--- src/rtl/count_enable_gen_pkg.sv ---
// rtl/count_enable_gen_pkg.sv - shared FSM state type and free-run rate helper
package count_enable_gen_pkg;

  typedef enum logic [1:0] {
    ST_IDLE      = 2'd0,
    ST_STEP_HOLD = 2'd1,
    ST_RUN       = 2'd2
  } state_e;

  localparam int RATE_SEL_W = 2;

  // Terminal divider value: the free-run period is base_div >> rate_sel cycles.
  function automatic int unsigned rate_term(input int unsigned base_div,
                                            input logic [RATE_SEL_W-1:0] rate_sel);
    return (base_div >> rate_sel) - 32'd1;
  endfunction

endpackage

--- src/rtl/count_enable_gen_key_debounce.sv ---
// rtl/count_enable_gen_key_debounce.sv - 2-FF synchroniser, level debouncer and press pulse for an active-low key
module key_debounce #(
  parameter int DEBOUNCE_CYCLES = 1000000
) (
  input  logic i_clk,
  input  logic i_resetn,
  input  logic i_key,
  output logic o_key_db,
  output logic o_press_evt
);

  localparam int CNT_W = $clog2(DEBOUNCE_CYCLES);
  localparam logic [CNT_W-1:0] CNT_LAST = CNT_W'(DEBOUNCE_CYCLES - 1);

  logic             r_sync1;
  logic             r_sync2;
  logic             r_db;
  logic             r_press;
  logic [CNT_W-1:0] r_cnt;
  logic             w_diff;
  logic             w_accept;

  assign w_diff   = (r_sync2 != r_db);
  // The last mismatching cycle accepts the new level directly, so the counter never holds DEBOUNCE_CYCLES.
  assign w_accept = w_diff && (r_cnt == CNT_LAST);

  always_ff @(posedge i_clk or negedge i_resetn) begin
    if (!i_resetn) begin
      r_sync1 <= 1'b1;
      r_sync2 <= 1'b1;
      r_db    <= 1'b1;
      r_press <= 1'b0;
      r_cnt   <= '0;
    end else begin
      r_sync1 <= i_key;
      r_sync2 <= r_sync1;
      r_press <= w_accept && !r_sync2;
      if (!w_diff) begin
        r_cnt <= '0;
      end else if (w_accept) begin
        r_db  <= r_sync2;
        r_cnt <= '0;
      end else begin
        r_cnt <= r_cnt + CNT_W'(1);
      end
    end
  end

  assign o_key_db    = r_db;
  assign o_press_evt = r_press;

endmodule

--- src/rtl/count_enable_gen.sv ---
// rtl/count_enable_gen.sv - counter enable pulse source: debounced single-step or divided free-run
module count_enable_gen #(
  parameter int BASE_DIV        = 50000000,
  parameter int DEBOUNCE_CYCLES = 1000000
) (
  input  logic       clk,
  input  logic       resetn,
  input  logic       step_key,
  input  logic       run_sw,
  input  logic [1:0] rate_sel,
  output logic       tick,
  output logic       running
);

  import count_enable_gen_pkg::*;

  localparam int DIV_W = $clog2(BASE_DIV);

  logic             r_run_sync1;
  logic             r_run_sync2;
  state_e           r_state;
  state_e           w_next_state;
  logic [DIV_W-1:0] r_div;
  logic [DIV_W-1:0] w_div_next;
  logic [DIV_W-1:0] w_term;
  logic             r_tick;
  logic             w_tick_next;
  logic             r_running;
  logic             w_key_db;
  logic             w_press_evt;

  key_debounce #(
    .DEBOUNCE_CYCLES(DEBOUNCE_CYCLES)
  ) u_key_debounce (
    .i_clk      (clk),
    .i_resetn   (resetn),
    .i_key      (step_key),
    .o_key_db   (w_key_db),
    .o_press_evt(w_press_evt)
  );

  // rate_sel is quasi-static and deliberately not synchronised.
  assign w_term = DIV_W'(rate_term(BASE_DIV, rate_sel));

  always_ff @(posedge clk or negedge resetn) begin
    if (!resetn) begin
      r_run_sync1 <= 1'b0;
      r_run_sync2 <= 1'b0;
    end else begin
      r_run_sync1 <= run_sw;
      r_run_sync2 <= r_run_sync1;
    end
  end

  always_comb begin
    w_next_state = r_state;
    w_div_next   = r_div;
    w_tick_next  = 1'b0;
    case (r_state)
      ST_IDLE: begin
        if (r_run_sync2) begin
          w_next_state = ST_RUN;
          w_div_next   = '0;
        end else if (w_press_evt) begin
          w_tick_next  = 1'b1;
          w_next_state = ST_STEP_HOLD;
        end
      end
      ST_STEP_HOLD: begin
        if (w_key_db) begin
          w_next_state = ST_IDLE;
        end
      end
      ST_RUN: begin
        if (!r_run_sync2) begin
          w_next_state = ST_IDLE;
          w_div_next   = '0;
        end else if (r_div >= w_term) begin
          // >= so a rate change that drops term below the divider fires at once.
          w_tick_next = 1'b1;
          w_div_next  = '0;
        end else begin
          w_div_next = r_div + DIV_W'(1);
        end
      end
      default: begin
        w_next_state = ST_IDLE;
        w_div_next   = '0;
      end
    endcase
  end

  always_ff @(posedge clk or negedge resetn) begin
    if (!resetn) begin
      r_state   <= ST_IDLE;
      r_div     <= '0;
      r_tick    <= 1'b0;
      r_running <= 1'b0;
    end else begin
      r_state   <= w_next_state;
      r_div     <= w_div_next;
      r_tick    <= w_tick_next;
      r_running <= (w_next_state == ST_RUN);
    end
  end

  assign tick    = r_tick;
  assign running = r_running;

endmodule

--- config.mk ---
export PLATFORM = sky130hd
export DESIGN_NAME = count_enable_gen
export DESIGN_NICKNAME = d
export VERILOG_FILES = /design/src/rtl/count_enable_gen_pkg.sv /design/src/rtl/count_enable_gen_key_debounce.sv /design/src/rtl/count_enable_gen.sv
export SDC_FILE = /design/constraint.sdc
export NUM_CORES = 1
export LEC_CHECK = 0
export ABC_AREA = 1
export CELL_PAD_IN_SITES_DETAIL_PLACEMENT = 2
export CELL_PAD_IN_SITES_GLOBAL_PLACEMENT = 2
export CORE_ASPECT_RATIO = 1.75
export CORE_MARGIN = 3
export CORE_UTILIZATION = 33
export CTS_CLUSTER_SIZE = 28
export DETAILED_ROUTE_END_ITERATION = 16
export GPL_TIMING_DRIVEN = 0
export HOLD_SLACK_MARGIN = 0.02
export PLACE_DENSITY_LB_ADDON = 0.2
export SKIP_CTS_REPAIR_TIMING = 1
export SLEW_MARGIN = 20
export SYNTH_ARGS = -nofsm -noshare
export SYNTH_HDL_FRONTEND = slang
export SYNTH_SLANG_ARGS = --single-unit
--- constraint.sdc ---
create_clock -name clk -period 1.7 [get_ports clk]
set_input_delay 0.34 -clock clk [delete_from_list [all_inputs] [get_ports clk]]
set_output_delay 0.34 -clock clk [all_outputs]
set_load 0.05 [all_outputs]
==> Yosys cells after proc, flatten, opt, wreduce, memory -nomap -nowiden <==
Index checks and enable logic that the tools add are counted.
{ "totals": {"regBits": 56, "output_inout_bits": 2, "elab_cells": 45} }
{ "classes": {"addsub": 3, "order_cmp": 1, "eq_ne": 6, "shifts": 1, "n_mux": 16, "bitwise_logic": 1, "reduce_logical": 6} }
{ "op_table": {"columns": ["cell", "count"], "rows": [
  ["two-way mux 26 bit", 3],
  ["case mux 26 bit (3 select lines)", 1],
  ["two-way mux 20 bit", 2],
  ["adder 26 x 1 -> 26 bit (second input constant)", 1],
  [">= comparator 26 bit", 1],
  [">> shifter 26 x 2 -> 26 bit (first input constant)", 1],
  ["subtractor 26 x 1 -> 26 bit (second input constant)", 1],
  ["adder 20 x 1 -> 20 bit (second input constant)", 1],
  ["== test 20 bit (second input constant)", 1],
  ["two-way mux 2 bit", 4],
  ["case mux 2 bit (3 select lines)", 1],
  ["== test 2 bit (second input constant)", 2],
  ["two-way mux 1 bit", 4],
  ["AND reduction 2 bit", 2],
  ["== test 2 x 1 -> 1 bit (second input constant)", 1],
  ["logical AND 1 bit", 2],
  ["zero test 2 bit", 1],
  ["!= test 2 bit (second input constant)", 1],
  ["case mux 1 bit (2 select lines)", 1],
  ["zero test 1 bit", 1],
  ["!= test 1 bit", 1],
  ["inverter 1 bit", 1]
]} }

==> Longest topological paths before layout <==
{ "logic_depth": {"word_depth": 6, "mapped_depth": 14, "ltp_nobuf": 14} }

==> Modules after synthesis <==
From an unflattened synthesis, not the netlist that was laid out.
{ "unflattened": {"hier_cells": 518, "hier_area_um2": 3915.0} }
{ "by_module_without_submodules": {"columns": ["mod", "n_inst", "cells_per_inst", "area_each_um2", "seq_area_each_um2"], "rows": [
  ["count_enable_gen", 1, 352, 2620.0, 800.8],
  ["key_debounce", 1, 166, 1295.0, 604.3]
]} }

==> Worst setup path after synthesis <==
OpenSTA, ideal clock, no wires.
{ "synth_path": {"path_kind": "input to register", "start": "input rate_sel[1]", "end": "register r_div[10]", "setup_ns": 0.118, "arrival_ns": 1.835, "required_ns": 1.582, "slack_ns": -0.254, "stages": 14, "path_buffers": 2, "cell_sequence": "buf_2 nor2_1 inv_1 ha_1 inv_1 nor2_1 nand3_2 nor2_1 nand2_2 nor2_4 nor2_4 buf_8 nand4_1 nand2_1"} }
{ "synth_between": {"elab_chain_len": 6} }
{ "synth_rtl": {"columns": ["item", "line", "text"], "rows": [
  ["start: declaration", "count_enable_gen.sv:10", "input logic [1:0] rate_sel,"],
  [">> shifter 26 x 2 -> 26 bit", "count_enable_gen_pkg.sv:15", "return (base_div >> rate_sel) - 32'd1;"],
  ["subtractor 26 x 1 -> 26 bit", "count_enable_gen_pkg.sv:15", null],
  [">= comparator 26 bit", "count_enable_gen.sv:78", "end else if (r_div >= w_term) begin"],
  ["two-way mux 26 bit", "count_enable_gen.sv:78", null],
  ["two-way mux 26 bit", "count_enable_gen.sv:75", "if (!r_run_sync2) begin"],
  ["case mux 26 bit (3 select lines)", "count_enable_gen.sv:59", "case (r_state)"],
  ["end signal: assignment", "count_enable_gen.sv:101", "r_div <= w_div_next;"],
  ["end: declaration", "count_enable_gen.sv:23", "logic [DIV_W-1:0] r_div;"]
]} }
No other way between the ends.
A chain may end at the register's enable or synchronous reset.

==> Worst setup path in the final report <==
{ "layout_path": {"start": "input rate_sel[1]", "end": "register r_div[23]"} }
Same word-level chain as after synthesis.

==> results.txt <==
Status - finished with violations
Failing checks - negative setup slack
XOR/XNOR Fraction of Synth Area - 4.883%
Flop-to-flop setup slack - -250 ps
Synth top area cells - dfrtp_1, nand2_1, nor2_1, inv_1, ha_1
Crit-path max FO - 8
Main combinational cell family by area after synthesis - simple AND/OR/NAND/NOR gates
Pwr dens - 562.5 nW/um^2
Post-synth top area cell - dfrtp_1
Chip height - 150.7 um
Synth top area share - 33.61%
Unique masters post-synth - 39
Yosys reg bits - 56
Final hold vios - 0
Sw Ratio - 26.35%
Pre-antenna DRT Iters - 4
Worst Max-Slew Pin Slew - 548.2 ps
Maxcap violations - 0
Vias per cell - 5.169
Vias in the first global route - 4,314
Most instantiated library cell after synthesis - nand2_1
Non-Filler Instances - 729
Worst skew pair latency - 310 ps
Setup Slack @ Placement - -1017 ps
Worst-case clock buffer depth - 2
Syn Inst Count - 562
Synthesized-area fraction occupied by adder cells - 6.658%
DRT antenna net count - 0
Slew Viols, Final - 0
Max Clock Skew - 12.70 ps
Post-Syn Area - 3946 sq um
Drt drc - 0
Die footprint - 13,360 sq um
Yosys Warn Count - 0
GRT overflow - 0
CTS sink count - 56
Clock Root Buffer - clkbuf_16
Setup_tns - -5697 ps
Psw - 0.7092 mW
RSZ-0062 raised after global routing - yes
Worst hold endpoint - r_run_sync2
Hold depth - 0
HP Start - r_run_sync1
Boundary Pins - 8
Setup crit end kind - register
Sequential fraction of design power - 50.9%
Routed vias - 3,768
Starting density of the core - 33.88%
CTS Buf Count - 5
Diodes inserted - 0
Initial antenna violation count - 0
Sequential share of the synthesized area - 35.61%
Core ar. - 11,650 sq um
Rows - 52
Min-delay worst type - register to register
Layout cells sized above 1 - 19.02%
Final min period - 1955 ps
Gr usage total - 21.53%
DRT Wirelength - 13,700 um
Kind of critical path - primary input to register
Ys flop type - dfrtp_1
Slew headroom - 63.45%
Initial DRC Count - 67
Number of I/O port buffers - 7
Placed cells - 707
Async set or reset register ratio after synthesis - 100.0%
Crit path launch type - primary input
Post-synth top cells - nand2_1, nor2_1, inv_1
Reg2reg path depth - 12
CTS clock-pin slew for the worst setup and hold paths - 80 ps
Syn Area/Cell - 7.022 sq um
Slack of the critical path - -255.1 ps
CP Data Arrival Time - 2150 ps
Final period utilization - 115.0%
Worst EP required - 1890 ps
# setup viols final - 27
Nets - 620
Synth Area in Compound Gates - 3.171%
Crit Reg-Reg Endpoint - r_div[23]
Worst r2r src - r_div[23]
Multiplexer share of the synthesized area - 0%
CTS tree - yes
Clock share of power - 40.4%
Post-synthesis simple-gate area fraction - 39.66%
Power share of the combinational group - 8.7%
VDD IR max - 0.5070 mV
Hold WS - 355.1 ps
Finished Core Util - 41.09%
Leak Pwr - 2.350 nW
Detailed Place HPWL - 10,460 um
Max frequency - 0.5115 GHz
Htree depth - 2
Synthesis-to-finish area growth - 21.27%
Wire per inst - 18.79 um
EDFF count, synth - 0
Die width - 88.67 um
GPL Wtd Cong - 0.8518
First-pass GRT wire length - 21,620 um
Largest net degree at the start of global routing - 44
Cell-internal power - 1.983 mW
-- per-layer routing --
| metal | GRT usage (%) | wire length [um] | up-vias | part of all wire (%) |
|---|---|---|---|---|
| li1 | - | - | 1819 | - |
| met1 | 20.86 | 4706 | 1884 | 34 |
| met2 | 43.53 | 8209 | 38 | 60 |
| met3 | 1.972 | 161 | 27 | 1.2 |
| met4 | 9.228 | 621 | 0 | 4.5 |
| met5 | 0 | 0 | - | 0 |
-- registers in the layout (all words and copies together) (netlist names) --
name                        flops
running                         1
r_div                          26
u_key_debounce.o_key_db         1
r_run_sync1                     1
u_key_debounce.o_press_evt      1
u_key_debounce.r_cnt           20
r_run_sync2                     1
u_key_debounce.r_sync2          1
u_key_debounce.r_sync1          1
tick                            1
r_state                         2
-- final cells by class --
cell class                 count  area [sq um]
fill                        1352          6860
multi-input combinational    416          2396
sequential                    56          1418
inverter                      80         302.8
timing repair buffer          22         247.7
tap                          135         168.9
clock buffer                   5         125.1
buffer                        12         106.4
clock inverter                 3         21.27
-- stage by stage --
step / power, mW / cell area, sq um
final: 2.692 / 4786
after global routing: 2.816 / 4786
after CTS: 2.706 / 4429
after detailed placement: 1.602 / 4283
after global placement: 1.584 / 4258
after floorplan: 1.500 / 4019
-- cell families (layout without fill, tap and decap cells) --
kind of cell | after synthesis | after routing
XOR/XNOR | 22 | 22
AO/OA/AOI/OAI | 21 | 21
adder cells (fa/ha/maj) | 21 | 21
other | 2 | 4
buffers and inverters | 92 | 122
AND/OR/NAND/NOR | 348 | 348
flip-flops | 56 | 56
-- power by group through the flow --
stage | registers, mW | clock network, mW | logic (mW)
after floorplan | 1.39 | 0 | 0.109
after global placement | 1.39 | 0 | 0.194
after detailed placement | 1.39 | 0 | 0.210
after CTS | 1.37 | 1.13 | 0.213
after global routing | 1.37 | 1.18 | 0.264
final | 1.37 | 1.09 | 0.234
-- worst max-delay path, stage by stage --
cell	delay, ps
clkbuf_2	110
buf_12	140
nor2_4	140
inv_4	80
ha_4	270
inv_2	40
nor2_2	80
nand3_2	110
nor2_4	150
nand2_2	80
nor2_4	120
nor2_4	50
buf_12	140
buf_8	130
nand4_1	80
nand2_1	70
-- placed cells by master (no fill, tap or decap), types with 2 or more instances in the layout --
cell type          n
xor2_1            18
nand3_4            2
dfrtp_2           10
dfstp_2            3
nor2_4            12
nand2_1          172
buf_2              2
nor3_1             5
nand2_4            2
nor4_1             4
nand3_1           29
buf_12             2
ha_1              11
nand4_1           27
o21ai_1            7
buf_8              2
or2_2              2
conb_1             4
ha_4              10
xnor2_1            4
inv_2             13
nor2_2             8
dfrtp_1           43
nor2_1            71
o211ai_1           2
clkbuf_1           3
dlymetal6s2s_1     2
nand4_2            3
buf_4             13
nand2_2            7
inv_1             66
nand3_2            2
a21oi_1            5
clkbuf_16          7
clkdlybuf4s50_1    2
-- worst max path at each step --
stage	startpoint	depth (start not counted)	end	slack [ps]
after floorplan	rate_sel[1]	14	r_div[10]	-110
after global placement	resetn	1	r_div[8]	-1690
after detailed placement	rate_sel[0]	15	r_div[23]	-1020
after CTS	rate_sel[0]	15	r_div[23]	-700
after global routing	r_div[23]	12	r_div[8]	-390
final	rate_sel[1]	16	r_div[23]	-260
Note: power is estimated with default switching activity, not from simulation.
